<file path="src/rtl/cic_comp_fir.sv">
// -----------------------------------------------------------------------------
// cic_comp_fir
//   Folded, time-multiplexed 9-tap symmetric FIR that compensates CIC passband
//   droop. One pre-add + multiply + accumulate per clock over the five unique
//   coefficients. R == 1 means the CIC adds no droop, so samples pass through
//   untouched. The delay line keeps its contents and no MAC cycles are spent.
//
//   Optional feature macro: CIC_COMP_SAT_EN
//     defined   : the rounded result is clipped to the DATA_WIDTH range and
//                 sat_flag records every clip.
//     undefined : the rounded result wraps (two's complement) and sat_flag is
//                 tied to 0.
//
// Ports
//   clk, rst_n     clock, asynchronous active-low reset
//   R              CIC decimation factor, sampled at accept (1 = bypass)
//   in_valid       single-cycle strobe, sample on in_data
//   in_data        signed input sample
//   in_ready       high when a sample can be accepted (IDLE or OUT)
//   out_valid      single-cycle strobe, result on out_data
//   out_data       signed result, held between strobes
//   coef_wr_en     shadow coefficient write enable
//   coef_addr      shadow coefficient index (0..4; higher addresses ignored)
//   coef_data      signed Q2.14 coefficient
//   coef_commit    request shadow -> active copy at the next accept
//   overrun        sticky: a sample arrived while in_ready was low
//   sat_flag       sticky: an output was clipped
//   sat_clr        clears overrun and sat_flag (a same-cycle new event wins)
//   dbg_state      current FSM state (0 IDLE, 1 MAC, 2 OUT)
//
// Handshake: a sample is taken on any clock edge where in_valid and in_ready
// are both high. in_valid while in_ready is low drops the sample and sets
// overrun. There is no output back-pressure: out_valid is a one-cycle pulse.
// -----------------------------------------------------------------------------
module cic_comp_fir #(
    parameter int DATA_WIDTH = 16,
    parameter int COEF_WIDTH = 16,
    parameter int TAPS       = 9,
    parameter int ACC_WIDTH  = DATA_WIDTH + COEF_WIDTH + 4
) (
    input  logic                  clk,
    input  logic                  rst_n,
    input  logic [4:0]            R,
    input  logic                  in_valid,
    input  logic [DATA_WIDTH-1:0] in_data,
    output logic                  in_ready,
    output logic                  out_valid,
    output logic [DATA_WIDTH-1:0] out_data,
    input  logic                  coef_wr_en,
    input  logic [2:0]            coef_addr,
    input  logic [COEF_WIDTH-1:0] coef_data,
    input  logic                  coef_commit,
    output logic                  overrun,
    output logic                  sat_flag,
    input  logic                  sat_clr,
    output logic [1:0]            dbg_state
);

    localparam int U    = (TAPS + 1) / 2;     // unique coefficients
    localparam int IW   = $clog2(TAPS);       // delay-line index width
    localparam int UIW  = $clog2(U);          // coefficient index width
    localparam int FRAC = COEF_WIDTH - 2;     // Q2.14 fraction bits

    localparam logic signed [COEF_WIDTH-1:0] COEF_ONE = COEF_WIDTH'(1 <<< FRAC);
    localparam logic signed [ACC_WIDTH-1:0]  RND_BIAS = ACC_WIDTH'(1 <<< (FRAC - 1));

    typedef enum logic [1:0] {
        IDLE = 2'd0,
        MAC  = 2'd1,
        OUT  = 2'd2
    } state_t;

    state_t                        state;
    logic signed [DATA_WIDTH-1:0]  x      [TAPS];
    logic signed [COEF_WIDTH-1:0]  shadow [U];
    logic signed [COEF_WIDTH-1:0]  active [U];
    logic signed [ACC_WIDTH-1:0]   acc;
    logic        [IW-1:0]          k;
    logic                          commit_pend;

    logic                          accept;
    logic                          drop;
    logic                          bypass_sel;
    logic        [IW-1:0]          mirror_idx;
    logic signed [DATA_WIDTH-1:0]  pre_a;
    logic signed [DATA_WIDTH-1:0]  pre_b;
    logic signed [DATA_WIDTH:0]    pre;
    logic signed [COEF_WIDTH-1:0]  coef;
    logic signed [DATA_WIDTH+COEF_WIDTH:0] prod;
    logic signed [ACC_WIDTH-1:0]   acc_next;
    logic signed [ACC_WIDTH-1:0]   rnd;
    logic        [DATA_WIDTH-1:0]  res;
    logic                          last_mac;
    logic                          clip;

    assign in_ready   = (state == IDLE) || (state == OUT);
    assign accept     = in_valid && in_ready;
    assign drop       = in_valid && !in_ready;
    assign bypass_sel = (R == 5'd1);
    assign dbg_state  = state;
    assign last_mac   = (state == MAC) && (k == IW'(U - 1));

    // Folded datapath: tap k pairs with its mirror TAPS-1-k. The centre tap
    // has no partner, so its second pre-add operand is forced to zero.
    assign mirror_idx = IW'(TAPS - 1) - k;
    assign pre_a      = x[k];
    assign pre_b      = (k == IW'(U - 1)) ? '0 : x[mirror_idx];
    assign pre        = $signed({pre_a[DATA_WIDTH-1], pre_a}) + $signed({pre_b[DATA_WIDTH-1], pre_b});
    assign coef       = active[k[UIW-1:0]];
    assign prod       = pre * coef;
    assign acc_next   = acc + ACC_WIDTH'(prod);

    // Round half up, then drop the Q2.14 fraction.
    assign rnd = acc_next + RND_BIAS;

`ifdef CIC_COMP_SAT_EN
    localparam logic signed [ACC_WIDTH-1:0] OUT_MAX = ACC_WIDTH'((1 <<< (DATA_WIDTH - 1)) - 1);
    localparam logic signed [ACC_WIDTH-1:0] OUT_MIN = ACC_WIDTH'(-(1 <<< (DATA_WIDTH - 1)));
    logic signed [ACC_WIDTH-1:0] shr;
    assign shr = rnd >>> FRAC;

    always_comb begin
        res  = shr[DATA_WIDTH-1:0];
        clip = 1'b0;
        if (shr > OUT_MAX) begin
            res  = OUT_MAX[DATA_WIDTH-1:0];
            clip = 1'b1;
        end else if (shr < OUT_MIN) begin
            res  = OUT_MIN[DATA_WIDTH-1:0];
            clip = 1'b1;
        end
    end

    always_ff @(posedge clk or negedge rst_n) begin
        if (!rst_n) begin
            sat_flag <= 1'b0;
        end else begin
            sat_flag <= (sat_flag && !sat_clr) || (last_mac && clip);
        end
    end
`else
    assign res      = DATA_WIDTH'(rnd >>> FRAC);
    assign clip     = 1'b0;
    assign sat_flag = 1'b0;
`endif

    always_ff @(posedge clk or negedge rst_n) begin
        if (!rst_n) begin
            state       <= IDLE;
            acc         <= '0;
            k           <= '0;
            out_data    <= '0;
            out_valid   <= 1'b0;
            overrun     <= 1'b0;
            commit_pend <= 1'b0;
            for (int i = 0; i < TAPS; i++) begin
                x[i] <= '0;
            end
            for (int i = 0; i < U; i++) begin
                shadow[i] <= (i == U - 1) ? COEF_ONE : '0;
                active[i] <= (i == U - 1) ? COEF_ONE : '0;
            end
        end else begin
            out_valid <= 1'b0;
            overrun   <= (overrun && !sat_clr) || drop;

            if (coef_wr_en && (coef_addr < 3'(U))) begin
                shadow[coef_addr[UIW-1:0]] <= coef_data;
            end

            // The bank only switches at an accept edge, so a running
            // computation always sees one consistent bank. The copy takes the
            // shadow contents from before any same-edge shadow write.
            commit_pend <= accept ? 1'b0 : (commit_pend || coef_commit);
            if (accept && (commit_pend || coef_commit)) begin
                for (int i = 0; i < U; i++) begin
                    active[i] <= shadow[i];
                end
            end

            case (state)
                IDLE, OUT: begin
                    if (in_valid) begin
                        if (bypass_sel) begin
                            out_data  <= in_data;
                            out_valid <= 1'b1;
                            state     <= OUT;
                        end else begin
                            for (int i = TAPS - 1; i > 0; i--) begin
                                x[i] <= x[i-1];
                            end
                            x[0]  <= in_data;
                            acc   <= '0;
                            k     <= '0;
                            state <= MAC;
                        end
                    end else begin
                        state <= IDLE;
                    end
                end
                MAC: begin
                    acc <= acc_next;
                    k   <= k + 1'b1;
                    if (last_mac) begin
                        out_data  <= res;
                        out_valid <= 1'b1;
                        state     <= OUT;
                    end
                end
                default: state <= IDLE;
            endcase
        end
    end

endmodule

</file>
<file path="config.mk">
export PLATFORM = sky130hd
export DESIGN_NAME = cic_comp_fir
export DESIGN_NICKNAME = d
export VERILOG_FILES = /design/src/rtl/cic_comp_fir.sv
export SDC_FILE = /design/constraint.sdc
export NUM_CORES = 2
export LEC_CHECK = 0
export CORE_MARGIN = 2
export CORE_UTILIZATION = 68
export DETAILED_ROUTE_END_ITERATION = 6
export DONT_BUFFER_PORTS = 1
export GPL_TIMING_DRIVEN = 1
export PLACE_DENSITY_LB_ADDON = 0.15
export SYNTH_ARGS = -nofsm -noshare
export SYNTH_HDL_FRONTEND = slang
export SYNTH_SLANG_ARGS = --single-unit
</file>
<file path="constraint.sdc">
create_clock -name clk -period 18.5 [get_ports clk]
set_clock_uncertainty 0.15 [all_clocks]
set_input_delay 5.55 -clock clk [delete_from_list [all_inputs] [get_ports clk]]
set_output_delay 5.55 -clock clk [all_outputs]
set_load 0.01 [all_outputs]
</file>
### Yosys cells after proc, flatten, opt, wreduce, memory -nomap -nowiden

Cells that the tools add are included.

| operators by class | value |
|---|---|
| add/sub/neg operators | 5 |
| multiply operators | 1 |
| magnitude comparators | 6 |
| eq/ne operators | 8 |
| muxes and demuxes | 32 |
| bitwise gates (word level) | 5 |
| reductions and logical operators | 18 |

Operators by type and width:

| kind | number |
|---|---|
| $mux W16 | 11 |
| $bmux W16 S4 | 2 |
| $bwmux W80 | 1 |
| $mux W36 | 2 |
| $pmux W36 S2 | 1 |
| $bmux W16 S3 | 1 |
| $demux W16 S3 | 1 |
| $add A36 B33 Y36 | 1 |
| $mul A17 B16 Y33 | 1 |
| $pmux W16 S2 | 1 |
| $add A30 B15 Y30 const B | 1 |
| $add A16 B16 Y17 | 1 |
| $ge A5 B5 Y1 const B | 2 |
| $not A4 Y5 | 2 |
| $ge A4 B4 Y1 const B | 2 |
| $mux W4 | 2 |
| $ne A2 B2 Y1 const B | 4 |
| $not A3 Y4 | 2 |
| $pmux W4 S2 | 1 |
| $logic_and A1 B1 Y1 | 7 |
| $mux W2 | 3 |
| $reduce_and A3 Y1 | 2 |
| $eq A5 B1 Y1 const B | 1 |
| $add A4 B1 Y4 const B | 1 |
| 16 further kinds | 22 |

| word-level totals | value |
|---|---|
| register bits | 365 |
| bits of input ports | 46 |
| output and inout port bits | 22 |
| logic and storage cells | 101 |

### Longest topological paths before layout

| depth | value |
|---|---|
| depth after elaboration | 12 |
| depth in mapped cells | 48 |
| depth with buffers taken out | 43 |

### Least setup slack after synthesis

OpenSTA, ideal clock, no wires.

| timing | value |
|---|---|
| path type | reg-to-reg |
| from | register k[1] |
| to | register out_data[15] |
| library setup time | 0.126 ns |
| arrival | 10.772 ns |
| required time | 18.224 ns |
| path slack | 7.452 ns |
| cell stages (with the launch flop) | 48 |
| path buffers | 6 |
| period minus slack after synthesis | 11.048 ns |
| path through | dfrtp_1 clkbuf_1 inv_1 clkbuf_1 clkbuf_1 ha_1 xor2_1 clkbuf_1 mux4_2 mux2i_1 nor2_1 a21oi_1 nor2_1 ha_1 inv_1 fa_1 nor2b_1 o21ai_2 [... 12 more ...] fa_1 fa_1 inv_1 fa_1 inv_1 ha_1 buf_2 a21oi_2 a21boi_0 o41ai_1 o31ai_2 o22ai_1 xor2_1 nor4_2 nand4_1 xor2_1 xnor2_1 o22ai_1 |

| between the ends | value |
|---|---|
| word-level cells in the longest chain between the ends | 12 |
| elaborated cells between the ends (all ways) | 24 |
| classes of those cells | add/sub (4); mul (1); eq/ne (2); mux (12); bitwise (3); reduce/logical (2) |

Ends and longest elaborated chain:

| what | line | RTL |
|---|---|---|
| start, declared | 78 | `logic [IW-1:0] k;` |
| start signal, assigned | 203 | `k <= k + 1'b1;` |
| $sub A4 B4 Y4 | 105 | `assign mirror_idx = IW'(TAPS - 1) - k;` |
| $not A4 Y5 (implied by the code) | 107 | `assign pre_b = (k == IW'(U - 1)) ? '0 : x[mirror_idx];` |
| $bmux W16 S4 | 107 |  |
| $mux W16 (implied by the code) (2 in a row) | 107 |  |
| $mux W16 | 107 |  |
| $add A16 B16 Y17 | 108 | `assign pre = $signed({pre_a[DATA_WIDTH-1], pre_a}) + $signed({pre_b[DATA_WIDTH-1], pre_b});` |
| $mul A17 B16 Y33 | 110 | `assign prod = pre * coef;` |
| $add A36 B33 Y36 | 111 | `assign acc_next = acc + ACC_WIDTH'(prod);` |
| $add A30 B15 Y30 | 114 | `assign rnd = acc_next + RND_BIAS;` |
| $mux W16 | 204 | `if (last_mac) begin` |
| $pmux W16 S2 | 181 | `case (state)` |
| end signal, assigned | 185 | `out_data <= in_data;` |
| end signal, assigned | 205 | `out_data <= res;` |
| end, declared | 48 | `output logic [DATA_WIDTH-1:0] out_data,` |

Several ways; a longest one is shown, not always the timed one. The select of a mux whose other input is x is not followed.
A chain may end at the register's enable or synchronous reset.

### Final worst setup path

| timing | value |
|---|---|
| from | register k[0] |
| to | register out_data[15] |

Same word-level chain as after synthesis.

==> reports/qor.csv <==
metric,value,unit
Global Route Usage Sum,0.3403,
DIE HEIGHT,207.7,µm
warnings from Yosys,0,
R2R Path End,out_data[15],
R2R depth,42,
Fillers,2942,
CTS tree,yes,
met3 wire len,5.876,mm
Worst R2R Setup Slack,5980,ps
"Core Util, Final",0.7349,
drt wl/cell,20.89,µm
met2 wire len,32.89,mm
CP Class,reg -> reg,
"commonest non-fill, non-tap cell in the layout",nand2_1,
Clk Tree Root Cell,clkbuf_16,
number of nets still failing antenna checks after routing,0,
Resize count post-CTS,0,
biggest area consumer among synthesized cells,dfrtp_1,
most frequent cell on the critical path,inv_1,
Critical R2R Launch,k[0],
setup TNS,0,ps
vias in the first global route,21640,
Vias/cell,6.053,
largest cells by area after synthesis,"dfrtp_1 32%, fa_1 20%, nand2_1 8.3%",
"delay-heaviest family, CP",adder cells,
post-synth top area share,0.3165,
Ant. Diodes,0,
metal1 wirelength,29.14,mm
GRT overflow,0,
initial antenna violation count,0,
Syn Nets,3308,
"Seq/Total Area, Yosys",0.3184,
area of the multi-input gates,0.01735,mm²
Seq. cell area,0.008991,mm²
RSZ-0062 raised after global routing,false,
status,completed,
"Reg clk slew, reported paths",70,ps
vias post-DR,20490,
Max-slew headroom,0.1310,
top sig layer,met4,
CP peak stage delay,1010,ps
Post-Route WL,70.71,mm
largest net degree at the start of global routing,360,
Period minus WS final,12520,ps
Buffers on Ports,0,
max-cap violations,0,
CP required,18790,ps
"critical path fanouts, max",33,
Initial Util,0.6896,
crit path to,out_data[15],
Yosys reg bits,359,
Hold Path Class,reg -> reg,
Bufs on Longest Clock Path,3,
CP max stage cell,xnor2_1,
row cnt,74,
Final nets,3262,
first-pass GRT wire length,116.0,mm
TritonCTS Sinks,359,
share of layout cells above drive strength 1,0.1346,
cell count after synthesis,2868,
CTS buffer count,40,
Critical Path End Type,register,
die area,0.04315,mm²
die width,207.7,µm
most frequent cells in the layout,"620 x nand2_1, 391 x inv_1, 355 x dfrtp_1",
Post-Place Worst Slack,6171,ps
Final WS setup,5980,ps
Worst-Skew Late Latency,600,ps
Slew @ Worst Pin,1294,ps
final-report hold violation count,0,
synthesized area per cell,9.840,µm²
nature of the critical path startpoint,register,
Worst Path Buf+Inv,8,
asr flop ratio synth,1.000,
Layout Cells excl Fill,3385,
# IOs,68,
Post-synth EDFFs,0,
Post-CTS Hold Buffers,0,
CP startpoint,k[0],
Routability Congestion,0.9086,
core area,0.04092,mm²
Area Overhead vs Synth,6.570,%
Crit path arrival time,12810,ps
placed insts,3312,
Crit path depth,42,
Main synth FF type,dfrtp_1,
dpl hpwl,50.02,mm
number of post-CTS setup repair buffers,0,
H-tree depth,2,
DRC viols,0,
period utilization,0.6768,
final setup fails,0,
"Slew Viols, Final",0,
Mapped Area,0.02822,mm²
Initial DRC Count,2048,
Synth cell types,80,
maximum clock rate,79.87,MHz
first drt pass iteration count,6,
cell usage after synthesis, drive strengths merged (3+ instances only):
master and count:
nand2 621, inv 392, dfrtp 357, fa 279, nor2 225, mux2 178
ha 115, clkbuf 102, a21oi 62, mux4 62, o21ai 62, xnor2 53
mux2i 37, nand3 37, xor2 33, nand2b 24, and2 22, buf 20
a31oi 15, a21o 13, nor3 13, o22ai 13, or2 13, o21a 12
o221ai 11, a22oi 10, nor2b 9, o211ai 7, a211oi 6, a22o 6
nor3b 5, nand4 4, nor4 4, nand3b 3, o21bai 3, o31ai 3
or3 3
worst min-delay path by stage:
| stage | start | cells after the start | slack, ps | to |
|---|---|---|---|---|
| 2_1_floorplan | commit_pend | 2 | 300 | commit_pend |
| 3_3_place_gp | shadow[17] | 1 | 330 | active[17] |
| 3_5_place_dp | x[7] | 2 | 340 | x[7] |
| 4_1_cts | x[7] | 2 | 350 | x[7] |
| 5_1_grt | shadow[30] | 1 | 360 | shadow[30] |
| 6_report | shadow[41] | 1 | 350 | active[41] |
per-layer routing:
layer | vias to the layer above | global-route usage
met4 | 0 | 0.1294
met3 | 198 | 0.07035
li1 | 9056 | -
met2 | 852 | 0.5301
met1 | 10380 | 0.4779
met5 | - | 0
layout make-up:
class / count / area share
clock buffer: 54 / 0.03636
inverter: 392 / 0.04892
tap: 532 / 0.02213
sequential: 359 / 0.2989
timing repair buffer: 34 / 0.008487
clock inverter: 19 / 0.008154
multi-input combinational: 1995 / 0.5770
flip-flops by register name (all words and copies together) (netlist names):
signal and flops:
acc 30, active 80, commit_pend 1, dbg_state 2
k 4, out_data 16, out_valid 1, overrun 1
shadow 80, x 144
metrics by stage:
step / instance area (µm²) / hold slack, ps
global route: 30080 / 360.7
floorplan: 28220 / 297.0
finish: 30080 / 351.8
CTS: 30080 / 351.1
global placement: 28740 / 329.9
detailed placement: 28740 / 335.5
kinds of logic after synthesis:
family | Yosys count | synth area share
AO/OA/AOI/OAI | 246 | 0.05799
XOR/XNOR | 86 | 0.02696
adder cells (fa/ha/maj) | 394 | 0.2489
buffers and inverters | 514 | 0.06916
flip-flops | 359 | 0.3184
multiplexers | 277 | 0.1336
other | 1 | 0.0001329
AND/OR/NAND/NOR | 991 | 0.1448
Power is not shown: default switching activity piles up to over one toggle a cycle in this logic, so the estimate is an artifact.
